==> config.mk <==
export PLATFORM = sky130hd
export DESIGN_NAME = audio_in_recorder
export DESIGN_NICKNAME = d
export VERILOG_FILES = /design/src/rtl/audio_in_recorder.sv
export SDC_FILE = /design/constraint.sdc
export NUM_CORES = 1
export LEC_CHECK = 0
export ABC_AREA = 1
export CAP_MARGIN = 25
export CELL_PAD_IN_SITES_DETAIL_PLACEMENT = 0
export CELL_PAD_IN_SITES_GLOBAL_PLACEMENT = 1
export CORE_ASPECT_RATIO = 1.25
export CORE_MARGIN = 4
export CORE_UTILIZATION = 26
export CTS_CLUSTER_SIZE = 16
export DETAILED_ROUTE_END_ITERATION = 12
export PLACE_DENSITY_LB_ADDON = 0.15
export SYNTH_ARGS = -nofsm -noshare
export SYNTH_HDL_FRONTEND = slang
export SYNTH_SLANG_ARGS = --single-unit
export TNS_END_PERCENT = 30
==> constraint.sdc <==
create_clock -name CLOCK_50 -period 4.4 [get_ports CLOCK_50]
set_input_delay 1.32 -clock CLOCK_50 [delete_from_list [all_inputs] [get_ports CLOCK_50]]
set_output_delay 1.32 -clock CLOCK_50 [all_outputs]
set_load 0.05 [all_outputs]
==> src/rtl/audio_in_recorder.sv <==
// Record-side counterpart of the ROM playback path: pops codec sample pairs, mixes them
// to one 32-bit word and writes it to a single-port RAM, with an optional level trigger.
module audio_in_recorder #(
    parameter int          ADDR_W    = 16,
    parameter int          MIX_MODE  = 2,
    parameter bit          TRIG_EN   = 1'b0,
    parameter logic [31:0] THRESHOLD = 32'h0100_0000
) (
    input  logic              CLOCK_50,
    input  logic              reset,
    input  logic              start,
    input  logic              stop,
    input  logic              audio_in_available,
    input  logic [31:0]       left_channel_audio_in,
    input  logic [31:0]       right_channel_audio_in,
    output logic              read_audio_in,
    output logic [ADDR_W-1:0] mem_address,
    output logic [31:0]       mem_data,
    output logic              mem_wren,
    output logic              busy,
    output logic              done,
    output logic [ADDR_W:0]   sample_count
);

    localparam int DATA_W = 32;
    localparam int CNT_W  = ADDR_W + 1;

    typedef enum logic [1:0] {IDLE, ARM, CAPTURE, DONE} state_t;

    function automatic logic signed [DATA_W-1:0] mix(input logic signed [DATA_W-1:0] l,
                                                     input logic signed [DATA_W-1:0] r);
        logic signed [DATA_W:0] sum;
        sum = {l[DATA_W-1], l} + {r[DATA_W-1], r};
        case (MIX_MODE)
            0:       return l;
            1:       return r;
            default: return sum[DATA_W:1];
        endcase
    endfunction

    // The most negative value has no positive twin, so it saturates.
    function automatic logic [DATA_W-1:0] magnitude(input logic signed [DATA_W-1:0] x);
        if (x == {1'b1, {(DATA_W-1){1'b0}}})
            return {1'b0, {(DATA_W-1){1'b1}}};
        else if (x < 0)
            return $unsigned(-x);
        else
            return $unsigned(x);
    endfunction

    state_t                    state;
    logic [ADDR_W-1:0]         ptr;
    logic [CNT_W-1:0]          count;
    logic                      wren_p1;
    logic [ADDR_W-1:0]         addr_p1;
    logic signed [DATA_W-1:0]  data_p1;
    logic                      busy_r;
    logic                      done_r;

    logic                      pop;
    logic signed [DATA_W-1:0]  mix_p0;
    logic                      trig_p0;

    // Stage p0: the FIFO is always drained; mix and trigger decode in the pop cycle.
    assign pop           = audio_in_available;
    assign read_audio_in = audio_in_available;
    assign mix_p0        = mix(left_channel_audio_in, right_channel_audio_in);
    assign trig_p0       = magnitude(mix_p0) >= THRESHOLD;

    // Stage p1: registered RAM write and control state.
    always_ff @(posedge CLOCK_50) begin
        if (reset) begin
            state   <= IDLE;
            ptr     <= '0;
            count   <= '0;
            wren_p1 <= 1'b0;
            addr_p1 <= '0;
            data_p1 <= '0;
            busy_r  <= 1'b0;
            done_r  <= 1'b0;
        end else begin
            wren_p1 <= 1'b0;
            case (state)
                IDLE, DONE: begin
                    if (start) begin
                        state  <= TRIG_EN ? ARM : CAPTURE;
                        ptr    <= '0;
                        count  <= '0;
                        busy_r <= 1'b1;
                        done_r <= 1'b0;
                    end
                end
                ARM: begin
                    if (pop && trig_p0) begin
                        wren_p1 <= 1'b1;
                        addr_p1 <= ptr;
                        data_p1 <= mix_p0;
                        ptr     <= ptr + ADDR_W'(1);
                        count   <= count + CNT_W'(1);
                        if (stop) begin
                            state  <= DONE;
                            busy_r <= 1'b0;
                            done_r <= 1'b1;
                        end else begin
                            state <= CAPTURE;
                        end
                    end else if (stop) begin
                        state  <= DONE;
                        busy_r <= 1'b0;
                        done_r <= 1'b1;
                    end
                end
                CAPTURE: begin
                    if (pop) begin
                        wren_p1 <= 1'b1;
                        addr_p1 <= ptr;
                        data_p1 <= mix_p0;
                        ptr     <= ptr + ADDR_W'(1);
                        count   <= count + CNT_W'(1);
                        // The last word ends the recording; the pointer never wraps.
                        if (stop || ptr == {ADDR_W{1'b1}}) begin
                            state  <= DONE;
                            busy_r <= 1'b0;
                            done_r <= 1'b1;
                        end
                    end else if (stop) begin
                        state  <= DONE;
                        busy_r <= 1'b0;
                        done_r <= 1'b1;
                    end
                end
                default: state <= IDLE;
            endcase
        end
    end

    assign mem_wren     = wren_p1;
    assign mem_address  = addr_p1;
    assign mem_data     = data_p1;
    assign busy         = busy_r;
    assign done         = done_r;
    assign sample_count = count;

endmodule
Word level (Yosys, flattened, before mapping)
Cells that the tools add are included.
- flip-flop bits (word level): 86
- input port bits: 69
- output and inout bits: 69
- add/subtract/negate cells: 4
- magnitude comparators: 2
- equality and inequality tests: 9
- muxes and demuxes: 36
- reductions and logical operators: 8
- operators with widths (kind ; count):
    32-bit two-way mux ; 4
    16-bit two-way mux ; 5
    32-bit case mux with 2 select lines ; 1
    17-bit two-way mux ; 3
    17-bit case mux with 3 select lines ; 1
    16-bit case mux with 3 select lines ; 1
    32-bit by 32-bit adder with 33-bit output ; 1
    32-bit == test, second input constant ; 1
    32-bit by 25-bit greater-or-equal comparator with 1-bit output, second input constant ; 1
    32-bit by 1-bit less-than comparator with 1-bit output, second input constant ; 1
    32-bit negator ; 1
    16-bit case mux with 2 select lines ; 1
    17-bit by 1-bit adder with 17-bit output, second input constant ; 1
    16-bit by 1-bit adder with 16-bit output, second input constant ; 1
    16-bit == test, second input constant ; 1
    1-bit two-way mux ; 11
    2-bit two-way mux ; 5
    2-bit inequality test, second input constant ; 3
    1-bit case mux with 3 select lines ; 2
    2-bit case mux with 3 select lines ; 1
    3-bit AND reduction ; 2
    2-bit == test, second input constant ; 2
    3-bit inequality test, second input constant ; 1
    2-bit by 1-bit == test with 1-bit output, second input constant ; 1
    other kinds (7) ; 7

Logic depth before layout (Yosys ltp)
Gate-level depths: netlist of the first run.
- depth in word-level cells: 8
- gate-level depth with buffers: 29

Worst setup path after synthesis of the first run
OpenSTA, ideal clock, no wires.
- path kind: input to register
- start point: in left_channel_audio_in[1]
- end point: reg data_p1[16], in the netlist mem_data[16]
- setup time: 70 ps
- data arrival time: 3942 ps
- data required time: 4330 ps
- slack: 387 ps
- stages on the path: 28
- buffers on the path: 3
- path through: inv_1 > fa_1 > inv_1 > nand3_1 > nand2_1 > nand2_1 > nand2_2 > nand2_1 > nand2_2 > nand3_1 > nand2_1 > nand2_1 > nand2_1 > inv_2 > buf_4 > nand2_1 > nand2_1 > nand2_1 > nand3_1 > nor2_1 > nand3_2 > nand2_2 > nand2_2 > nand2_2 > buf_6 > buf_4 > nand2_1 > a21oi_1
- word-level cells in the longest chain between the ends: 8
- elaborated cells between the ends (all ways): 13
- classes of those cells: 2 x add/sub; 2 x order compare; 2 x eq/ne; 5 x mux; 2 x reduce/logical
- ends and longest elaborated chain (item ; line ; text):
    start, declared ; 14 ; input logic [31:0] left_channel_audio_in,
    32-bit by 32-bit adder with 33-bit output * ; 33 ; sum = {l[DATA_W-1], l} + {r[DATA_W-1], r};
    32-bit negator / 32-bit by 1-bit less-than comparator with 1-bit output (equally long branches) ; 46, 45 ;
    32-bit two-way mux ; 45 ; else if (x < 0)
    32-bit two-way mux ; 43 ; if (x == {1'b1, {(DATA_W-1){1'b0}}})
    32-bit by 25-bit greater-or-equal comparator with 1-bit output ; 68 ; assign trig_p0 = magnitude(mix_p0) >= THRESHOLD;
    1-bit logical AND ; 94 ; if (pop && trig_p0) begin
    2-bit inequality test (no line) ; -- ;
    3-bit AND reduction (no line) ; -- ;
    end signal, assigned ; 97 ; data_p1 <= mix_p0;
    end signal, assigned ; 117 ; data_p1 <= mix_p0;
    end, declared ; 56 ; logic signed [DATA_W-1:0] data_p1;
Mark *: on every way between the ends. The rest lies on a longest branch, timed or not. The select of a mux whose other input is x is not followed.
A chain may end at the register's enable or synchronous reset.

Worst setup path in the final report of the first run
- start point: in left_channel_audio_in[7]
- end point: reg addr_p1[10], in the netlist mem_address[10]
- word-level cells in the longest chain between the ends: 8
- elaborated cells between the ends (all ways): 10
- classes of those cells: 2 x add/sub; 2 x order compare; 2 x eq/ne; 2 x mux; 2 x reduce/logical
- ends and longest elaborated chain (item ; line ; text):
    32-bit by 32-bit adder with 33-bit output * ; 33 ;
    32-bit negator / 32-bit by 1-bit less-than comparator with 1-bit output (equally long branches) ; 46, 45 ;
    32-bit two-way mux ; 45 ;
    32-bit two-way mux * ; 43 ;
    32-bit by 25-bit greater-or-equal comparator with 1-bit output * ; 68 ;
    1-bit logical AND * ; 94 ;
    2-bit inequality test (no line) * ; -- ;
    3-bit AND reduction (no line) * ; -- ;
    end signal, assigned ; 96 ; addr_p1 <= ptr;
    end signal, assigned ; 116 ; addr_p1 <= ptr;
    end, declared ; 55 ; logic [ADDR_W-1:0] addr_p1;
Mark *: on every way between the ends. The rest lies on a longest branch, timed or not.

==> reports/metrics.cfg, run 1 <==
[setup_path]
path_common_cell = sky130_fd_sc_hd__nand2_1
timing.critical_path.required_ns = 4.68
crit_path_top_delay_cell = sky130_fd_sc_hd__ha_4
worstPathArrival_ns = 4.44
path_buf_inv = 6
worstSetupStartpointType = input pin
end_kind = register
critical-path-max-stage-delay_ns = 0.31
path_class = in -> reg
cp_top_family = simple AND/OR/NAND/NOR gates
crit_path_max_fanout = 6

[finish]
antenna-diode-count = 0
finish.utilization = 0.436
layout.nets = 1729
layout-drive-gt1-share = 0.295
seqCellArea_um2 = 1720
area_of_the_multi_input_gates_um2 = 6160
synthToLayoutAreaGrowth_pct = 64.9
fill_cells = 3050

[synthesis]
synth_fa_ha_area_frac = 0.0625
avg_synthesized_cell_area_um2 = 5.70
synthCells = 1320
post_synth_instance_area_um2 = 7520
syn-num-nets = 1426
ys_seq_area_frac = 0.229
muxShareOfSynthArea = 0
synth_top_family_by_area = simple AND/OR/NAND/NOR gates
netlist-cell-type-count = 41
post_synth_xor_area_fraction = 0.0338
synth.yosys.warnings = 0
synth-seq-cells = 86
post_synth_and_or_nand_nor_area_fraction = 0.466
synth-compound-area-share = 0.0851

[die]
core_region_area_um2 = 28500
die_height_um = 198
design.die.area_um2 = 31700
initial_utilization = 0.264
top_level_ports = 138
cell_rows = 69
die_w_um = 160

[timing]
part_of_the_cycle_the_worst_path_needs = 0.947
fin_crit_ns = 4.17
final_worst_clock_skew_ns = 0.0115
actual_slew_at_the_worst_max_slew_pin_ns = 0.720
timing.final.hold_violations = 0
finalSetupViolCount = 0
final_max_slew_viol_count = 0
worst_slew_margin_rel = 0.520
max_freq_mhz = 240

[global_route]
grt_use_total = 0.171
globalRouteOverflowTotal = 0
grt_first_pass_wirelength_um = 44500
grt_start_max_net_pins = 36
initial_antenna_violation_count = 0
first_global_vias = 8971

[placed_design]
port-buffer-count = 137
place.gp.congestion = 0.831
dp_hpwl_um = 21700

[power_and_ir_drop]
design_power_total_mw = 3.61
vdd.ir_drop.worst_v = 0.000203
power.density_cell_area_nw_per_um2 = 291
clockPowerShare = 0.243
seq_power_share = 0.244
netSwitchingFraction = 0.405
static-leakage-power_nw = 5.76
power.switching_mw = 1.46
power_report.internal_total_mw = 2.15
comb_power_share = 0.513

[clock_network]
inserted_clock_buffers = 9
cts.sinks = 86
holdBufCountCts = 0
clk_latency_ns = 0.35
cts_max_path_buffers = 2
cts_tree = done
clk_pin_slew_ns = 0.07
cts-root-buf = sky130_fd_sc_hd__clkbuf_16
clock_tree.htree_level_count = 3

[detailed_routing]
detail_route.wirelength_um = 27600
wl_per_cell_um = 13.9
via_per_inst = 4.55
detailedRoute.firstPassIterationCount = 4
drc = 0
detail_route.iter0.violations = 392
drtAntennaViolNets = 0
num_vias = 9029

[flow_run]
max_cap_violations = 0

[run_status]
status = completed

[hold_path]
hp-class = reg -> reg

## cell usage in the layout, fill, tap and decap left out, drive strengths merged, types with 2 or more instances in the layout
cell type / n
o21ai: 11
ha: 36
nor3: 14
dfxtp: 86
nor2: 134
nand3b: 4
nor4: 6
a21o: 2
xnor2: 5
nand4: 18
buf: 197
dlymetal6s2s: 34
clkbuf: 11
a31oi: 2
inv: 187
clkinv: 3
nand2: 473
a21oi: 102
bufinv: 2
nand3: 165
dlygate4sd2: 17
clkdlybuf4s50: 83
xor2: 24
or2: 2
## worst min-delay path, stage by stage, from the launching register on
cell	delay, ns
sky130_fd_sc_hd__dfxtp_1	0.31
sky130_fd_sc_hd__nand2_1	0.06
sky130_fd_sc_hd__a21oi_1	0.05
## cells by family after synthesis
group           Yosys count
simple gates            819
xor+xnor                 29
fa+ha+maj                37
compound gates          123
buf+inv                 226
flops                    86
## per-stage QoR
| step | hold WS, ns | cell area [um2] | setup WS [ns] | TNS (ns) | instances |
|---|---|---|---|---|---|
| 6_report | 0.459 | 12400 | 0.234 | 0 | 1983 |
| 5_1_grt | 0.485 | 12400 | -0.0207 | -0.0750 | 1983 |
| 4_1_cts | 0.462 | 11500 | 0.000810 | 0 | 1970 |
| 3_5_place_dp | 0.453 | 10500 | -0.622 | -47.41 | 1943 |
| 3_3_place_gp | 0.450 | 10400 | -0.587 | -46.49 | 1942 |
| 2_1_floorplan | 0.453 | 7520 | 0.387 | 0 | 1320 |
## path summary, 6_finish.rpt
check | from | end | slack, ns | cells after the start
worst max-delay path | left_channel_audio_in[7] | mem_address[10] | 0.23 | 27
worst min-delay path | mem_address[2] | mem_address[2] | 0.46 | 2
worst max register to register | state[0] | done | 1.86 | 9
worst min register to register | mem_address[2] | mem_address[2] | 0.46 | 2
## power groups by stage
stage	Sequential (mW)	Clock [mW]	Combinational, mW
after global routing	0.888	0.930	2.02
final	0.881	0.878	1.85
after detailed placement	0.900	0	1.53
after CTS	0.882	0.905	1.73
after global placement	0.901	0	1.51
after floorplan	1.06	0	0.709
## cell usage after synthesis (all sizes together)
master | n | share of area
nand2 | 473 | 0.24
inv | 185 | 0.092
nand3 | 165 | 0.11
nor2 | 134 | 0.071
a21oi | 102 | 0.068
dfxtp | 86 | 0.23
ha | 36 | 0.060
xor2 | 24 | 0.028
buf | 23 | 0.022
nand4 | 18 | 0.015
clkbuf | 17 | 0.0085
nor3 | 14 | 0.0093
o21ai | 11 | 0.0078
nor4 | 6 | 0.0058
xnor2 | 5 | 0.0058
nand3b | 4 | 0.0040
a21o | 2 | 0.0020
a31oi | 2 | 0.0017
or2 | 2 | 0.0017
a211oi | 1 | 0.0010
a21boi | 1 | 0.0010
and2 | 1 | 0.00083
clkinv | 1 | 0.00050
fa | 1 | 0.0027
nor3b | 1 | 0.0010
nor4b | 1 | 0.0012
o211ai | 1 | 0.0010
o21bai | 1 | 0.0010
o22ai | 1 | 0.00083
o31ai | 1 | 0.0010
## registers in the layout (all words and copies together) (netlist names)
name          count
ptr              16
mem_wren          1
sample_count     17
mem_address      16
busy              1
done              1
mem_data         32
state             2
## layout make-up
class	count	share of cell area
clock inverter	6	0.00807
clock buffer	10	0.0193
tap	355	0.0358
inverter	186	0.0567
timing repair buffer	332	0.245
sequential	86	0.139
multi-input combinational	1008	0.496
## metal layers
| layer | vias to the layer above | GRT usage | wire length [um] |
|---|---|---|---|
| met5 | - | 0 | 0 |
| met4 | 0 | 0.0494 | 520 |
| met1 | 4106 | 0.195 | 11600 |
| met3 | 23 | 0.0148 | 696 |
| met2 | 123 | 0.337 | 14800 |
| li1 | 4777 | - | - |
## timing repair
item                       4_1_cts  5_1_grt
setup endpoints to repair       81       82
resized for setup              148      226
pin swaps                       30       91
gates cloned                     3        0
setup buffers                    9       16
(Power assumes the default switching activity.)
==> run 2, diff against run 1 <==
CTS_CLUSTER_SIZE = 12   (was 16)
SLEW_MARGIN = 10   (was not set)
==> results of run 2 <==
Same layout as run 1: the final DEF is identical, and so are final timing and power.
